--- src/rtl/addsub_seq.sv ---
// Multi-cycle chunked adder/subtractor with valid/ready handshake and carry/overflow/zero flags.
// Optional build macro ADDSUB_SATURATE_EN clamps overflowing results to the signed limit.
module addsub_seq #(
  parameter int W     = 16,
  parameter int CHUNK = 4
) (
  input  logic         clk,
  input  logic         rst,
  input  logic         in_valid,
  output logic         in_ready,
  input  logic [W-1:0] a,
  input  logic [W-1:0] b,
  input  logic         mode,
  output logic         out_valid,
  input  logic         out_ready,
  output logic [W-1:0] res,
  output logic         cout,
  output logic         ovf,
  output logic         zero
);

  localparam int NCHUNK = W / CHUNK;
  localparam int IDX_W  = (NCHUNK > 1) ? $clog2(NCHUNK) : 1;

  generate
    if ((W % CHUNK) != 0 || W < CHUNK) begin : g_bad_params
      $error("addsub_seq: W must be a positive multiple of CHUNK");
    end
  endgenerate

  typedef enum logic [1:0] {IDLE, RUN, DONE} state_t;

  state_t             state_reg;
  logic [W-1:0]       a_reg;
  logic [W-1:0]       b_reg;
  logic               carry_reg;
  logic [IDX_W-1:0]   idx_reg;

  logic [CHUNK-1:0]   a_chunks [NCHUNK];
  logic [CHUNK-1:0]   b_chunks [NCHUNK];
  logic [CHUNK-1:0]   a_chunk;
  logic [CHUNK-1:0]   b_chunk;
  logic [CHUNK:0]     chunk_sum;
  logic [W-1:0]       res_next;
  logic [W-1:0]       final_res;
  logic               ovf_next;
  logic               last_chunk;

  // Per-chunk operand slices and result merge: only the active chunk is rewritten.
  generate
    for (genvar gi = 0; gi < NCHUNK; gi++) begin : g_chunk
      assign a_chunks[gi] = a_reg[gi*CHUNK +: CHUNK];
      assign b_chunks[gi] = b_reg[gi*CHUNK +: CHUNK];
      assign res_next[gi*CHUNK +: CHUNK] =
        (idx_reg == IDX_W'(gi)) ? chunk_sum[CHUNK-1:0] : res[gi*CHUNK +: CHUNK];
    end
  endgenerate

  assign a_chunk    = a_chunks[idx_reg];
  assign b_chunk    = b_chunks[idx_reg];
  assign chunk_sum  = {1'b0, a_chunk} + {1'b0, b_chunk} + {{CHUNK{1'b0}}, carry_reg};
  assign last_chunk = (idx_reg == IDX_W'(NCHUNK - 1));

  // Same-sign operands producing an opposite-sign result is exactly cin(MSB) ^ cout(MSB).
  assign ovf_next = (a_reg[W-1] == b_reg[W-1]) && (res_next[W-1] != a_reg[W-1]);

`ifdef ADDSUB_SATURATE_EN
  assign final_res = ovf_next ? {a_reg[W-1], {(W-1){~a_reg[W-1]}}} : res_next;
`else
  assign final_res = res_next;
`endif

  always_ff @(posedge clk) begin
    if (rst) begin
      state_reg <= IDLE;
      in_ready  <= 1'b1;
      out_valid <= 1'b0;
      res       <= '0;
      cout      <= 1'b0;
      ovf       <= 1'b0;
      zero      <= 1'b0;
      a_reg     <= '0;
      b_reg     <= '0;
      carry_reg <= 1'b0;
      idx_reg   <= '0;
    end else begin
      case (state_reg)
        IDLE: begin
          if (in_valid) begin
            a_reg     <= a;
            b_reg     <= b ^ {W{mode}};
            carry_reg <= mode;
            idx_reg   <= '0;
            in_ready  <= 1'b0;
            state_reg <= RUN;
          end
        end
        RUN: begin
          res       <= res_next;
          carry_reg <= chunk_sum[CHUNK];
          if (last_chunk) begin
            res       <= final_res;
            cout      <= chunk_sum[CHUNK];
            ovf       <= ovf_next;
            zero      <= (final_res == '0);
            out_valid <= 1'b1;
            state_reg <= DONE;
          end else begin
            idx_reg <= idx_reg + 1'b1;
          end
        end
        DONE: begin
          if (out_ready) begin
            out_valid <= 1'b0;
            in_ready  <= 1'b1;
            state_reg <= IDLE;
          end
        end
        default: begin
          state_reg <= IDLE;
          in_ready  <= 1'b1;
          out_valid <= 1'b0;
        end
      endcase
    end
  end

endmodule

--- config.mk ---
export PLATFORM = sky130hd
export DESIGN_NAME = addsub_seq
export DESIGN_NICKNAME = d
export VERILOG_FILES = /design/src/rtl/addsub_seq.sv
export SDC_FILE = /design/constraint.sdc
export NUM_CORES = 1
export LEC_CHECK = 0
export ABC_AREA = 1
export BUFFER_PORTS_ARGS = -buffer_cell sky130_fd_sc_hd__buf_2
export CORE_ASPECT_RATIO = 0.75
export CORE_MARGIN = 4
export CORE_UTILIZATION = 50
export DETAILED_ROUTE_END_ITERATION = 16
export PLACE_DENSITY = 0.73
export SYNTH_ARGS = -nofsm -noshare
export SYNTH_HDL_FRONTEND = slang
export SYNTH_SLANG_ARGS = --single-unit
--- constraint.sdc ---
create_clock -name clk -period 4.8 [get_ports clk]
set_clock_uncertainty 0.05 [all_clocks]
set_input_delay 0 -clock clk [delete_from_list [all_inputs] [get_ports clk]]
set_output_delay 0 -clock clk [all_outputs]
set_load 0.05 [all_outputs]
==> impl_metrics.env, run 1 <==
export IMPL_comb_power_share=0.262
export IMPL_multiInputGateArea_um2=1529
export IMPL_cts_made_buffers=9
export IMPL_crit_type="reg -> reg"
export IMPL_finalCritPeriodShare=0.6848
export IMPL_drive_above_1_share=0.2004
export IMPL_cp_arrival_ps=3510
export IMPL_clk_pin_slew_ps=60
export IMPL_post_synth_top_count_cell="nor2_1"
export IMPL_critical_path_max_stage_delay_ps=510
export IMPL_nets=516
export IMPL_cts_buffer_depth=2
export IMPL_synth_compound_area_frac=0.2332
export IMPL_hp_class="in -> reg"
export IMPL_synth_ff_type="dfxtp_1"
export IMPL_required_ps=5030
export IMPL_dieWidth_um=96.63
export IMPL_grtUsageTotal=0.2250
export IMPL_crit_chain="inv_1, nand2_1, a32o_1, fa_1, inv_1, fa_1, inv_1, nand2_1, o21ai_0, nand3_1, nor2_1, nand3_1, nor2_1, nand2_1, a21oi_2"
export IMPL_finalSetupViolations=0
export IMPL_startpoint_type="flip-flop"
export IMPL_die_area_um2=7195
export IMPL_synth_edf_count=0
export IMPL_ioPinCount=58
export IMPL_dp_hpwl_um=5202
export IMPL_rsz0062_at_grt="false"
export IMPL_pwr_share_clk=0.309
export IMPL_firstDrtPassIters=4
export IMPL_end_kind="flip-flop"
export IMPL_wirelength_um=7656
export IMPL_fillers=475
export IMPL_clkLatencyLatePin_ps=340
export IMPL_powerDensity_nw_per_um2=344.1
export IMPL_synth_fa_ha_area_frac=0.04333
export IMPL_cts_tree="yes"
export IMPL_p_sw_uw=429.0
export IMPL_ant_nets=0
export IMPL_wl_per_cell_um=13.95
export IMPL_cts_sinks=58
export IMPL_areaGrowthSynthToFinish_pct=26.25
export IMPL_synth_common_cells="nor2_1, dfxtp_1, o21ai_0"
export IMPL_power_internal_uw=850.5
export IMPL_ys_top_cells_by_area="dfxtp_1, nor2_1, o21ai_0"
export IMPL_synth_avg_cell_area_um2=7.572
export IMPL_rows=23
export IMPL_diodes=0
export IMPL_synth_distinct_cells=31
export IMPL_status="finished, final reports clean"
export IMPL_synthMuxAreaShare=0
export IMPL_hold_viol=0
export IMPL_syn_nets=435
export IMPL_vias=2899
export IMPL_antenna_found_initial=0
export IMPL_core_area_um2=5525
export IMPL_yosysTopAreaCellShare=0.3942
export IMPL_crit_fanout=22
export IMPL_tns_ps=0
export IMPL_synth_top_family_by_area="compound AO/OA/AOI/OAI gates"
export IMPL_seqPwrFrac=0.429
export IMPL_mappedNetlistArea_um2=2945
export IMPL_place_gp_congestion=0.8500
export IMPL_cts_root_buf="clkbuf_8"
export IMPL_crit_buf_inv=3
export IMPL_fin_crit_ps=3287
export IMPL_viasPerCell=5.281
export IMPL_syn_instance_count=389
export IMPL_p_leak_nw=1.681
export IMPL_drt_initial_drc_count=200
export IMPL_total_power_mw=1.280
export IMPL_synth_xor_area_frac=0.04758
export IMPL_synthArstFlopShare=0
export IMPL_cts_htree_levels=3
export IMPL_ir_worst_vdd_mv=0.1831
export IMPL_cts_resized=0
export IMPL_regArea_um2=1161
export IMPL_cap_violations=0
export IMPL_ys_warn_count=0
export IMPL_grt_pass1_vias=2820
export IMPL_die_h_um=74.47
export IMPL_relSlewSlack=0.4200
export IMPL_slew_violations=0
export IMPL_yosys_register_bits=58
export IMPL_remaining_drc_errors=0
export IMPL_grt_pass1_wl_um=12920
export IMPL_yosys_area_share_simple=0.1950
export IMPL_grt_overflow_total=0
export IMPL_start_util=0.5331
export IMPL_netSwitchingFraction=0.3353
export IMPL_tightest_slew_ps=868.7
export IMPL_grt_max_degree=48
export IMPL_io_buffers=57
export IMPL_timing_fmax_mhz=304.2
export IMPL_yosys_area_top_type="dfxtp_1"
export IMPL_seq_area_frac_synth=0.3942
export IMPL_critPathTopFamily="adder cells"
export IMPL_crit_slowest_cell="dfxtp_1"
## metal layers
| layer | vias up | part of all wire | track usage |
|---|---|---|---|
| li1 | 1449 | - | - |
| met1 | 1323 | 0.45 | 0.2777 |
| met2 | 115 | 0.44 | 0.3624 |
| met3 | 12 | 0.087 | 0.08903 |
| met4 | 0 | 0.017 | 0.08255 |
| met5 | - | 0 | 0 |
## power groups by stage
stage	combinational (mW)	clock, mW	sequential [mW]
after global routing	0.374	0.427	0.553
final	0.336	0.395	0.549
after CTS	0.333	0.404	0.548
after global placement	0.300	0	0.557
after floorplan	0.207	0	0.584
after detailed placement	0.308	0	0.558
## repair_timing
action,in CTS,in global routing
hold endpoints to repair,34,0
hold buffers,34,0
buffers inserted,0,0
## cell usage in the layout (no fill, tap or decap), types with 2 or more instances in the layout
cell	count
a211oi_1	3
a211oi_2	14
a21oi_1	21
buf_2	57
clkbuf_8	11
clkinv_2	3
dfxtp_1	58
dlygate4sd3_1	34
fa_1	2
ha_1	7
inv_1	33
inv_2	3
nand2_1	41
nand3_1	17
nor2_1	75
nor2_2	3
o211ai_1	4
o21a_1	2
o21ai_0	54
o22ai_1	6
or2_2	2
xnor2_1	14
xor2_1	2
## worst reg2reg max path, cell delays in order, from the launching register on
cell and delay (ps):
dfxtp_1 510, inv_1 450, nand2_1 100, a32o_1 250
fa_1 390, inv_1 110, fa_1 470, inv_1 130
nand2_1 60, o21ai_0 110, nand3_1 110, nor2_1 100
nand3_1 90, nor2_1 110, nand2_1 80, a21oi_2 100
## final cells by class
cell class / instances / share of cell area
flip-flops and latches: 58 / 0.3122
repair buffers: 91 / 0.1682
well taps: 75 / 0.02524
multi-input cells: 273 / 0.4112
clock inverters: 3 / 0.004038
inverters: 37 / 0.03735
clock buffers: 12 / 0.04172
## path summary, 6_finish.rpt
kind | startpoint | end | slack, ps | depth (start not counted)
max | idx_reg[0] | zero | 1510 | 15
min | rst | idx_reg[1] | 110 | 2
max reg2reg | idx_reg[0] | zero | 1510 | 15
min reg2reg | b_reg[12] | b_reg[12] | 410 | 2
## per-stage QoR
| stage | util | hold WS [ps] | cells | setup WS, ps | instance area, um^2 |
|---|---|---|---|---|---|
| 2_1_floorplan | - | 116.7 | 389 | 2093 | 2945 |
| 3_3_place_gp | 0.5806 | 208.1 | 500 | 1764 | 3208 |
| 3_5_place_dp | 0.5806 | 211.1 | 500 | 1608 | 3208 |
| 4_1_cts | 0.6730 | 98.35 | 549 | 1599 | 3719 |
| 5_1_grt | 0.6730 | 159.8 | 549 | 1174 | 3719 |
| 6_report | 0.6730 | 113.9 | 549 | 1513 | 3719 |
## logic make-up (layout without fill, tap and decap cells)
logic type | Yosys count | after routing
adder cells (fa/ha/maj) | 9 | 9
XOR/XNOR | 16 | 16
AO/OA/AOI/OAI | 108 | 108
AND/OR/NAND/NOR | 140 | 140
buffers and inverters | 58 | 143
flip-flops | 58 | 58
Power figures use the tool's default switching activity.
==> run 2: changes to the inputs <==
Settings changed: ABC_AREA 1 to 0, CORE_UTILIZATION 50 to 49, PLACE_DENSITY 0.73 to 0.76.
Clock period 4.8 ns to 3 ns, I/O delays scaled along.
==> impl_metrics.env, run 2 <==
export IMPL_seq_area_frac_synth=0.4201
export IMPL_grt_max_degree=43
export IMPL_finalSetupViolations=0
export IMPL_layout_common_cells="dfxtp_1, buf_2, nor2_1, nand2_1, dlygate4sd3_1"
export IMPL_drive_above_1_share=0.2310
export IMPL_drt_initial_drc_count=109
export IMPL_crit_fanout=10
export IMPL_cts_made_buffers=9
export IMPL_globalRoute_busiestLayer="met2"
export IMPL_total_power_mw=1.824
export IMPL_yosys_register_bits=58
export IMPL_ys_warn_count=0
export IMPL_relSlewSlack=0.6436
export IMPL_synth_avg_cell_area_um2=8.974
export IMPL_start_util=0.5109
export IMPL_ys_top_cells_by_area="dfxtp_1, a211oi_1, mux4_2"
export IMPL_io_buffers=57
export IMPL_required_ps=3230
export IMPL_cts_buffer_depth=2
export IMPL_status="finished, final reports clean"
export IMPL_gr_usage_met1=0.2583
export IMPL_cp_arrival_ps=3010
export IMPL_tns_ps=0
export IMPL_synth_common_cells="dfxtp_1, nand2_1, nor2_1"
export IMPL_cts_root_buf="clkbuf_8"
export IMPL_grt_overflow_total=0
export IMPL_ant_nets=0
export IMPL_rows=23
export IMPL_antenna_found_initial=0
export IMPL_core_area_um2=5410
export IMPL_hold_viol=0
export IMPL_place_gp_congestion=0.8589
export IMPL_grt_pass1_wl_um=10920
export IMPL_die_h_um=73.04
export IMPL_fillers=445
export IMPL_synth_ff_type="dfxtp_1"
export IMPL_areaGrowthSynthToFinish_pct=30.92
export IMPL_cts_tree="yes"
export IMPL_critical_path_max_stage_delay_ps=580
export IMPL_wl_per_cell_um=13.87
export IMPL_rr_worst_depth=9
export IMPL_clk_pin_slew_ps=60
export IMPL_dp_hpwl_um=4467
export IMPL_use_met3=0.06186
export IMPL_firstDrtPassIters=4
export IMPL_ioPinCount=58
export IMPL_synth_distinct_cells=39
export IMPL_ir_worst_vdd_mv=0.3411
export IMPL_grtUsageTotal=0.2050
export IMPL_crit_chain="mux4_2, inv_1, fa_1, inv_1, fa_2, nor2b_1, o221ai_1, nor4b_1, a31o_2"
export IMPL_dieWidth_um=94.72
export IMPL_rsz0062_at_grt="false"
export IMPL_die_area_um2=6918
export IMPL_final_area_um2=3618
export IMPL_whs_path_depth=3
export IMPL_slew_violations=0
export IMPL_dpl_cell_area_um2=3097
export IMPL_final_common_cell="dfxtp_1"
export IMPL_powerDensity_nw_per_um2=504.2
export IMPL_use_met2=0.3281
export IMPL_postCtsSetupBuffers=0
export IMPL_crit_slowest_cell="dfxtp_1"
export IMPL_regArea_um2=1161
export IMPL_yosys_area_top_type="dfxtp_1"
export IMPL_end_kind="flip-flop"
export IMPL_syn_instance_count=308
export IMPL_synth_edf_count=0
export IMPL_p_leak_nw=1.464
export IMPL_finalCritPeriodShare=0.9254
export IMPL_clkLatencyLatePin_ps=330
export IMPL_startpoint_type="flip-flop"
export IMPL_mappedNetlistArea_um2=2764
export IMPL_viasPerCell=5.260
export IMPL_post_synth_top_count_cell="dfxtp_1"
export IMPL_multiInputGateArea_um2=1479
export IMPL_grt_pass1_vias=2403
export IMPL_fin_crit_ps=2776
export IMPL_crit_type="reg -> reg"
export IMPL_remaining_drc_errors=0
export IMPL_yosysTopAreaCellShare=0.4201
export IMPL_tightest_slew_ps=534.0
export IMPL_vias=2467
export IMPL_cap_violations=0
export IMPL_cts_sinks=58
export IMPL_cts_htree_levels=3
export IMPL_diodes=0
export IMPL_hp_class="in -> reg"
export IMPL_synthArstFlopShare=0
export IMPL_nets=438
export IMPL_cpMostUsedCell="inv_1"
export IMPL_wirelength_um=6503
export IMPL_syn_nets=354
export IMPL_timing_fmax_mhz=360.2
run 2: changes by cell type in the layout (fill, tap and decap cells not counted), moves of 8 or more:
cell / change
nand3_1: -12
mux4_2: +8
a211oi_2: -14
a211oi_1: +25
o21ai_0: -53
nor2_1: -35
inv_1: -27
run 2: cell type report:
class                      count  share of cell area
multi-input combinational    218              0.4087
sequential                    58              0.3209
timing repair buffer          99              0.1943
inverter                       6            0.006224
tap                           75             0.02593
clock buffer                  13             0.04391
run 2: per-layer routing:
metal  wire length, um  vias up
li1                  -     1233
met1              2881     1119
met2              2980       99
met3               482       16
met4               159        0
met5                 0        -
run 2: cells by family (layout without fill, tap and decap cells):
logic type / count (synthesis) / after routing / share of synthesized area
xor+xnor: 17 / 17 / 0.05387
buf+inv: 32 / 118 / 0.04799
simple gates: 112 / 112 / 0.1883
flops: 58 / 58 / 0.4201
mux: 13 / 13 / 0.08330
fa+ha+maj: 9 / 9 / 0.04617
compound gates: 67 / 67 / 0.1603
run 2: worst paths after layout:
check | from | endpoint | slack [ps]
min reg2reg | a_reg[10] | a_reg[10] | 400
min | mode | b_reg[1] | 170
max | idx_reg[1] | zero | 220
max reg2reg | idx_reg[1] | zero | 220
run 2: report_power, final:
part / switching [mW] / total (mW) / internal [mW]
logic: 0.200 / 0.376 / 0.176
clock network: 0.268 / 0.600 / 0.331
registers: 0.0321 / 0.849 / 0.817
total: 0.501 / 1.82 / 1.32
run 2: metrics by stage:
| step | instances | utilization | hold slack (ps) | setup slack, ps |
|---|---|---|---|---|
| 2_1_floorplan | 308 | - | 85.96 | 305.5 |
| 3_5_place_dp | 420 | 0.5724 | 199.9 | 193.4 |
| 5_1_grt | 469 | 0.6688 | 192.4 | 15.35 |
| 6_report | 469 | 0.6688 | 174.2 | 223.9 |
| 3_3_place_gp | 420 | 0.5724 | 192.5 | 301.6 |
| 4_1_cts | 469 | 0.6684 | 160.1 | 172.5 |
run 2: worst max-delay path: cells and delay by family (launching register included):
kind	cells	cell delay, ps
fa+ha+maj	2	910
flops	1	580
simple gates	2	440
compound gates	2	320
mux	1	270
buf+inv	2	150
run 2: repair_timing:
item / in CTS / in global routing
hold endpoints to repair: 40 / 0
resized for setup: 0 / 1
hold buffers: 36 / 0
endpoints found under the setup margin: 0 / 1
